[src/rtl/nv_nvdla_glb_intr_reg_gen.sv]
// Global interrupt register block: version, mask, sticky W1C status, SW set,
// global enable and per-source saturating event counters on the CSB path.
module nv_nvdla_glb_intr_reg_gen #(
    parameter int          NUM_SRC  = 12,
    parameter int          CNT_W    = 8,
    parameter logic [7:0]  HW_MAJOR = 8'h31,
    parameter logic [15:0] HW_MINOR = 16'h3030
) (
    input  logic               nvdla_core_clk,
    input  logic               nvdla_core_rst,
    input  logic [11:0]        reg_offset,
    input  logic [31:0]        reg_wr_data,
    input  logic               reg_wr_en,
    output logic [31:0]        reg_rd_data,
    input  logic [NUM_SRC-1:0] src_done,
    output logic [NUM_SRC-1:0] intr_mask,
    output logic [NUM_SRC-1:0] intr_status,
    output logic               core_intr
);

    generate
        if (CNT_W < 1 || CNT_W > 32) begin : g_bad_cnt_w
            $error("nv_nvdla_glb_intr_reg_gen: CNT_W must be within 1..32");
        end
        if (NUM_SRC < 1 || NUM_SRC > 32) begin : g_bad_num_src
            $error("nv_nvdla_glb_intr_reg_gen: NUM_SRC must be within 1..32");
        end
    endgenerate

    localparam logic [CNT_W-1:0] CNT_MAX = {CNT_W{1'b1}};

    function automatic logic [11:0] cnt_offset(input int idx);
        return 12'h100 + 12'(idx * 4);
    endfunction

    logic [NUM_SRC-1:0] mask_r;
    logic [NUM_SRC-1:0] status_r;
    logic               glb_en_r;
    logic               core_intr_r;
    logic [CNT_W-1:0]   evt_cnt_r [NUM_SRC];

    logic               wr_mask_s;
    logic               wr_ctrl_s;
    logic               cnt_clr_s;
    logic [NUM_SRC-1:0] set_s;
    logic [NUM_SRC-1:0] w1c_s;
    logic [31:0]        rd_data_s;
    logic               unused_wr_bits_s;

    assign wr_mask_s        = reg_wr_en & (reg_offset == 12'h004);
    assign wr_ctrl_s        = reg_wr_en & (reg_offset == 12'h014);
    assign cnt_clr_s        = wr_ctrl_s & reg_wr_data[1];
    assign set_s            = (reg_wr_en & (reg_offset == 12'h008)) ? reg_wr_data[NUM_SRC-1:0] : {NUM_SRC{1'b0}};
    assign w1c_s            = (reg_wr_en & (reg_offset == 12'h00C)) ? reg_wr_data[NUM_SRC-1:0] : {NUM_SRC{1'b0}};
    assign unused_wr_bits_s = ^reg_wr_data;

    // Control/status flops; any set in the same cycle as a W1C clear wins.
    always_ff @(posedge nvdla_core_clk) begin
        if (nvdla_core_rst) begin
            mask_r      <= {NUM_SRC{1'b1}};
            status_r    <= {NUM_SRC{1'b0}};
            glb_en_r    <= 1'b0;
            core_intr_r <= 1'b0;
        end else begin
            status_r    <= (status_r & ~w1c_s) | src_done | set_s;
            if (wr_mask_s) begin
                mask_r <= reg_wr_data[NUM_SRC-1:0];
            end
            if (wr_ctrl_s) begin
                glb_en_r <= reg_wr_data[0];
            end
            core_intr_r <= glb_en_r & (|(status_r & ~mask_r));
        end
    end

    // Saturating hardware event counters; a clear drops a coincident event.
    always_ff @(posedge nvdla_core_clk) begin
        for (int i = 0; i < NUM_SRC; i++) begin
            if (nvdla_core_rst || cnt_clr_s) begin
                evt_cnt_r[i] <= {CNT_W{1'b0}};
            end else if (src_done[i] && (evt_cnt_r[i] != CNT_MAX)) begin
                evt_cnt_r[i] <= evt_cnt_r[i] + CNT_W'(1'b1);
            end
        end
    end

    // Read mux; unmapped offsets and write-only registers return zero.
    always_comb begin
        rd_data_s = 32'h0000_0000;
        case (reg_offset)
            12'h000: rd_data_s = {8'h00, HW_MINOR, HW_MAJOR};
            12'h004: rd_data_s = 32'(mask_r);
            12'h00C: rd_data_s = 32'(status_r);
            12'h010: rd_data_s = 32'(status_r & ~mask_r);
            12'h014: rd_data_s = {31'h0000_0000, glb_en_r};
            default: begin
                for (int i = 0; i < NUM_SRC; i++) begin
                    rd_data_s = rd_data_s |
                        ((reg_offset == cnt_offset(i)) ? 32'(evt_cnt_r[i]) : 32'h0000_0000);
                end
            end
        endcase
    end

    assign reg_rd_data = rd_data_s;
    assign intr_mask   = mask_r;
    assign intr_status = status_r;
    assign core_intr   = core_intr_r;

endmodule

[config.mk]
export PLATFORM = sky130hd
export DESIGN_NAME = nv_nvdla_glb_intr_reg_gen
export DESIGN_NICKNAME = d
export VERILOG_FILES = /design/src/rtl/nv_nvdla_glb_intr_reg_gen.sv
export SDC_FILE = /design/constraint.sdc
export NUM_CORES = 1
export LEC_CHECK = 0
export CORE_MARGIN = 4
export CORE_UTILIZATION = 44
export CTS_CLUSTER_DIAMETER = 80
export DETAILED_ROUTE_END_ITERATION = 7
export PLACE_DENSITY = 0.67
export SLEW_MARGIN = 10
export SYNTH_ARGS = -nofsm -noshare
export SYNTH_HDL_FRONTEND = slang
export SYNTH_SLANG_ARGS = --single-unit
[constraint.sdc]
create_clock -name nvdla_core_clk -period 4.7 [get_ports nvdla_core_clk]
set_clock_uncertainty 0.15 [all_clocks]
set_input_delay 1.41 -clock nvdla_core_clk [delete_from_list [all_inputs] [get_ports nvdla_core_clk]]
set_output_delay 1.41 -clock nvdla_core_clk [all_outputs]
set_load 0.05 [all_outputs]
==> run_summary.xml <==
<?xml version="1.0" encoding="UTF-8"?>
<metrics>
  <group name="route">
    <metric name="drt-vias-per-instance" unit="">5.63</metric>
    <metric name="detail_route.first_pass.iterations" unit="">6</metric>
    <metric name="number_of_remaining_drc_errors" unit="">0</metric>
    <metric name="dr_total_vias" unit="">6280</metric>
    <metric name="routedWlPerCell" unit="um">19.1</metric>
    <metric name="route.final.wire_length" unit="mm">21.3</metric>
    <metric name="dr.first_iter.drc_count" unit="">587</metric>
    <metric name="ant_nets" unit="">0</metric>
  </group>
  <group name="worst_setup_path">
    <metric name="cp_data_required_time" unit="ns">3.14</metric>
    <metric name="worstSetupPathType" unit="">primary input to primary output</metric>
    <metric name="critPathLaunchType" unit="">primary input</metric>
    <metric name="critPathCaptureType" unit="">primary output</metric>
    <metric name="arrival" unit="ns">3.12</metric>
    <metric name="crit_path_max_fanout" unit="">5</metric>
  </group>
  <group name="status">
    <metric name="outcome" unit="">completed</metric>
  </group>
  <group name="yosys">
    <metric name="syn-cell-area" unit="um^2">7480</metric>
    <metric name="synth_top_flop_cell" unit="">sky130_fd_sc_hd__edfxtp_1</metric>
    <metric name="synth.distinct_cells" unit="">55</metric>
    <metric name="synth-edff-count" unit="">96</metric>
    <metric name="synth-seq-area-share" unit="">0.455</metric>
    <metric name="async_reset_ff_frac" unit="">0</metric>
    <metric name="post_synthesis_cells" unit="">760</metric>
    <metric name="synth_area_per_cell" unit="um^2">9.85</metric>
    <metric name="synthesis.yosys.warnings" unit="">0</metric>
    <metric name="ys_seq_elements" unit="">122</metric>
  </group>
  <group name="global_route">
    <metric name="grt_pass1_vias" unit="">5887</metric>
    <metric name="grt_antenna_before_repair" unit="">0</metric>
    <metric name="grt_pass1_wl" unit="mm">33.1</metric>
    <metric name="overall_global_routing_usage" unit="">0.220</metric>
    <metric name="grt_max_degree" unit="">17</metric>
    <metric name="gr-total-overflow" unit="">0</metric>
  </group>
  <group name="cts">
    <metric name="htree_levels" unit="">4</metric>
    <metric name="cts_buffer_depth" unit="">2</metric>
    <metric name="cts_hold_buf" unit="">0</metric>
    <metric name="clock_sinks" unit="">122</metric>
    <metric name="cts_root_buf" unit="">sky130_fd_sc_hd__clkbuf_16</metric>
    <metric name="cts_made_buffers" unit="">17</metric>
    <metric name="worstSkewPairLatency" unit="ns">0.42</metric>
    <metric name="clkTransAtPathRegs" unit="ns">0.06</metric>
    <metric name="cts_tree" unit="">done</metric>
  </group>
  <group name="placement">
    <metric name="placed_cells" unit="">1078</metric>
    <metric name="detailed_place_hpwl" unit="mm">16.2</metric>
    <metric name="buffer_ports.inserted" unit="">79</metric>
    <metric name="gp_congestion" unit="">0.940</metric>
    <metric name="placedInstanceArea" unit="um^2">8920</metric>
    <metric name="worst_case_setup_slack_after_placement" unit="ns">-0.456</metric>
  </group>
  <group name="sta">
    <metric name="min_period" unit="ns">4.68</metric>
    <metric name="min_period_over_period" unit="">0.995</metric>
    <metric name="worst_slew_pin_slew" unit="ns">0.601</metric>
    <metric name="worst_slack" unit="ns">0.0228</metric>
    <metric name="setup_viol_count_final" unit="">0</metric>
    <metric name="rsz0062_at_grt" unit="">yes</metric>
    <metric name="fin_tns_setup" unit="ns">0</metric>
    <metric name="fmaxAchievable" unit="GHz">0.214</metric>
    <metric name="max_slew_violations" unit="">0</metric>
    <metric name="finalHoldViolCount" unit="">0</metric>
    <metric name="worst_slew_margin_rel" unit="">0.599</metric>
  </group>
  <group name="die">
    <metric name="die_h" unit="um">138</metric>
    <metric name="core_region_area" unit="um^2">16600</metric>
    <metric name="row_count" unit="">47</metric>
    <metric name="ios" unit="">116</metric>
    <metric name="die_footprint" unit="um^2">19200</metric>
    <metric name="initial_core_util" unit="">0.450</metric>
    <metric name="chip_width" unit="um">138</metric>
  </group>
  <group name="layout">
    <metric name="final_nets" unit="">954</metric>
    <metric name="fillers" unit="">1455</metric>
    <metric name="diodes" unit="">0</metric>
    <metric name="final_design_area_no_fill" unit="um^2">9670</metric>
    <metric name="post_route_cells_drive_above_1_share" unit="">0.211</metric>
    <metric name="area_growth" unit="%">29.2</metric>
    <metric name="final_cells" unit="">1116</metric>
  </group>
  <group name="power_and_ir_drop">
    <metric name="peakVddDrop" unit="uV">257</metric>
    <metric name="total_power" unit="W">0.00298</metric>
    <metric name="cellLeakagePower" unit="nW">3.66</metric>
    <metric name="power_density" unit="nW/um^2">308</metric>
  </group>
  <group name="worst_hold_path">
    <metric name="min_path_type" unit="">flop to flop</metric>
  </group>
  <group name="run">
    <metric name="cap_viol_max_count" unit="">0</metric>
  </group>
</metrics>
-- cell usage in the layout (no fill, tap or decap), types with 4 or more instances in the layout --
| cell type | Yosys | routed |
|---|---|---|
| sky130_fd_sc_hd__a211oi_1 | 4 | 4 |
| sky130_fd_sc_hd__a21oi_1 | 13 | 10 |
| sky130_fd_sc_hd__a221oi_1 | 17 | 14 |
| sky130_fd_sc_hd__a22o_1 | 8 | 8 |
| sky130_fd_sc_hd__a22oi_1 | 11 | 9 |
| sky130_fd_sc_hd__and3_1 | 16 | 16 |
| sky130_fd_sc_hd__and4_1 | 8 | 8 |
| sky130_fd_sc_hd__buf_12 | 0 | 17 |
| sky130_fd_sc_hd__buf_2 | 21 | 5 |
| sky130_fd_sc_hd__buf_4 | 22 | 53 |
| sky130_fd_sc_hd__buf_6 | 4 | 11 |
| sky130_fd_sc_hd__clkbuf_16 | 0 | 17 |
| sky130_fd_sc_hd__clkdlybuf4s50_1 | 0 | 51 |
| sky130_fd_sc_hd__clkinv_2 | 0 | 4 |
| sky130_fd_sc_hd__clkinvlp_4 | 0 | 5 |
| sky130_fd_sc_hd__conb_1 | 1 | 16 |
| sky130_fd_sc_hd__dfxtp_1 | 26 | 26 |
| sky130_fd_sc_hd__edfxtp_1 | 96 | 96 |
| sky130_fd_sc_hd__ha_1 | 12 | 12 |
| sky130_fd_sc_hd__inv_1 | 27 | 27 |
| sky130_fd_sc_hd__mux2_2 | 11 | 10 |
| sky130_fd_sc_hd__mux2i_1 | 11 | 11 |
| sky130_fd_sc_hd__mux4_2 | 8 | 8 |
| sky130_fd_sc_hd__nand2_1 | 78 | 75 |
| sky130_fd_sc_hd__nand3_1 | 50 | 49 |
| sky130_fd_sc_hd__nor2_1 | 128 | 125 |
| sky130_fd_sc_hd__nor2b_1 | 5 | 4 |
| sky130_fd_sc_hd__o211ai_2 | 10 | 10 |
| sky130_fd_sc_hd__o21ai_0 | 33 | 28 |
| sky130_fd_sc_hd__o21ai_1 | 0 | 4 |
| sky130_fd_sc_hd__o22ai_1 | 6 | 5 |
| sky130_fd_sc_hd__or2_1 | 10 | 10 |
| sky130_fd_sc_hd__xnor2_1 | 32 | 32 |
| sky130_fd_sc_hd__xor2_1 | 40 | 40 |
-- Yosys cell counts (11+ instances only) --
library cell / number / share of area
sky130_fd_sc_hd__nor2_1: 128 / 0.064
sky130_fd_sc_hd__o21ai_0: 33 / 0.022
sky130_fd_sc_hd__edfxtp_1: 96 / 0.39
sky130_fd_sc_hd__xor2_1: 40 / 0.047
sky130_fd_sc_hd__buf_4: 22 / 0.022
sky130_fd_sc_hd__mux2i_1: 11 / 0.015
sky130_fd_sc_hd__ha_1: 12 / 0.020
sky130_fd_sc_hd__nand3_1: 50 / 0.033
sky130_fd_sc_hd__mux2_2: 11 / 0.017
sky130_fd_sc_hd__buf_2: 21 / 0.014
sky130_fd_sc_hd__xnor2_1: 32 / 0.037
sky130_fd_sc_hd__and3_1: 16 / 0.013
sky130_fd_sc_hd__a22oi_1: 11 / 0.011
sky130_fd_sc_hd__dfxtp_1: 26 / 0.070
sky130_fd_sc_hd__a21oi_1: 13 / 0.0087
sky130_fd_sc_hd__nand2_1: 78 / 0.039
sky130_fd_sc_hd__inv_1: 27 / 0.014
sky130_fd_sc_hd__a221oi_1: 17 / 0.020
-- power by group --
part	switching [W]	internal (W)	leakage [nW]
Combinational	0.000215	0.000155	2.12
Clock	0.000497	0.000777	0.271
Sequential	0.0000916	0.00124	1.28
-- layer usage --
| metal | wire (um) | vias to the layer above | global-route usage | share of wire |
|---|---|---|---|---|
| met1 | 9600 | 3026 | 0.308 | 0.45 |
| li1 | - | 2963 | - | - |
| met4 | 634 | 0 | 0.0827 | 0.030 |
| met2 | 9670 | 250 | 0.340 | 0.45 |
| met3 | 1390 | 41 | 0.0445 | 0.065 |
| met5 | 0 | - | 0 | 0 |
-- state kept, by name (all words and copies together), names as in the netlist --
name,flops
evt_cnt_r,96
glb_en_r,1
intr_status,12
intr_mask,12
core_intr,1
-- kinds of logic (layout without fill, tap and decap cells) --
group	Yosys count	after routing	synth area share
fa+ha+maj	12	12	0.0201
compound gates	122	122	0.120
buf+inv	82	203	0.0597
other cells	1	16	0.000501
simple gates	319	319	0.206
xor+xnor	72	72	0.0843
flops	122	122	0.455
mux	30	30	0.0553
-- final timing paths --
| kind | start | slack, ns | cells past startpoint | end |
|---|---|---|---|---|
| worst max-delay path | reg_offset[5] | 0.02 | 9 | reg_rd_data[3] |
| worst min-delay path | glb_en_r | 0.34 | 2 | core_intr |
| worst max register to register | evt_cnt_r[3][8] | 2.79 | 6 | evt_cnt_r[3][12] |
| worst min register to register | glb_en_r | 0.34 | 2 | core_intr |
-- final cells by class --
class	count	area, um^2	area share
multi-input combinational	571	3850	0.398
sequential	122	3400	0.352
timing repair buffer	144	1470	0.152
clock buffer	17	425	0.0440
tap	220	275	0.0285
clock inverter	15	153	0.0158
inverter	27	101	0.0105
-- per-stage QoR --
step            util  hold WS, ns
2_1_floorplan      -        0.275
3_5_place_dp   0.536        0.325
5_1_grt        0.581        0.356
3_3_place_gp   0.536        0.326
6_report       0.581        0.339
4_1_cts        0.579        0.336
-- critical path, cell delays in order --
cell	delay [ns]
sky130_fd_sc_hd__buf_6	0.09
sky130_fd_sc_hd__buf_6	0.12
sky130_fd_sc_hd__or4_4	0.56
sky130_fd_sc_hd__nor3_4	0.25
sky130_fd_sc_hd__buf_6	0.16
sky130_fd_sc_hd__nand2_2	0.05
sky130_fd_sc_hd__o21ai_1	0.08
sky130_fd_sc_hd__a221o_1	0.22
sky130_fd_sc_hd__buf_12	0.16
-- timing repair --
item,in CTS,in global routing
gates resized for setup,64,17
endpoints found under the setup margin,16,10
setup buffers,4,3
pin swaps,15,9
Note: power is estimated with default switching activity, not from simulation.
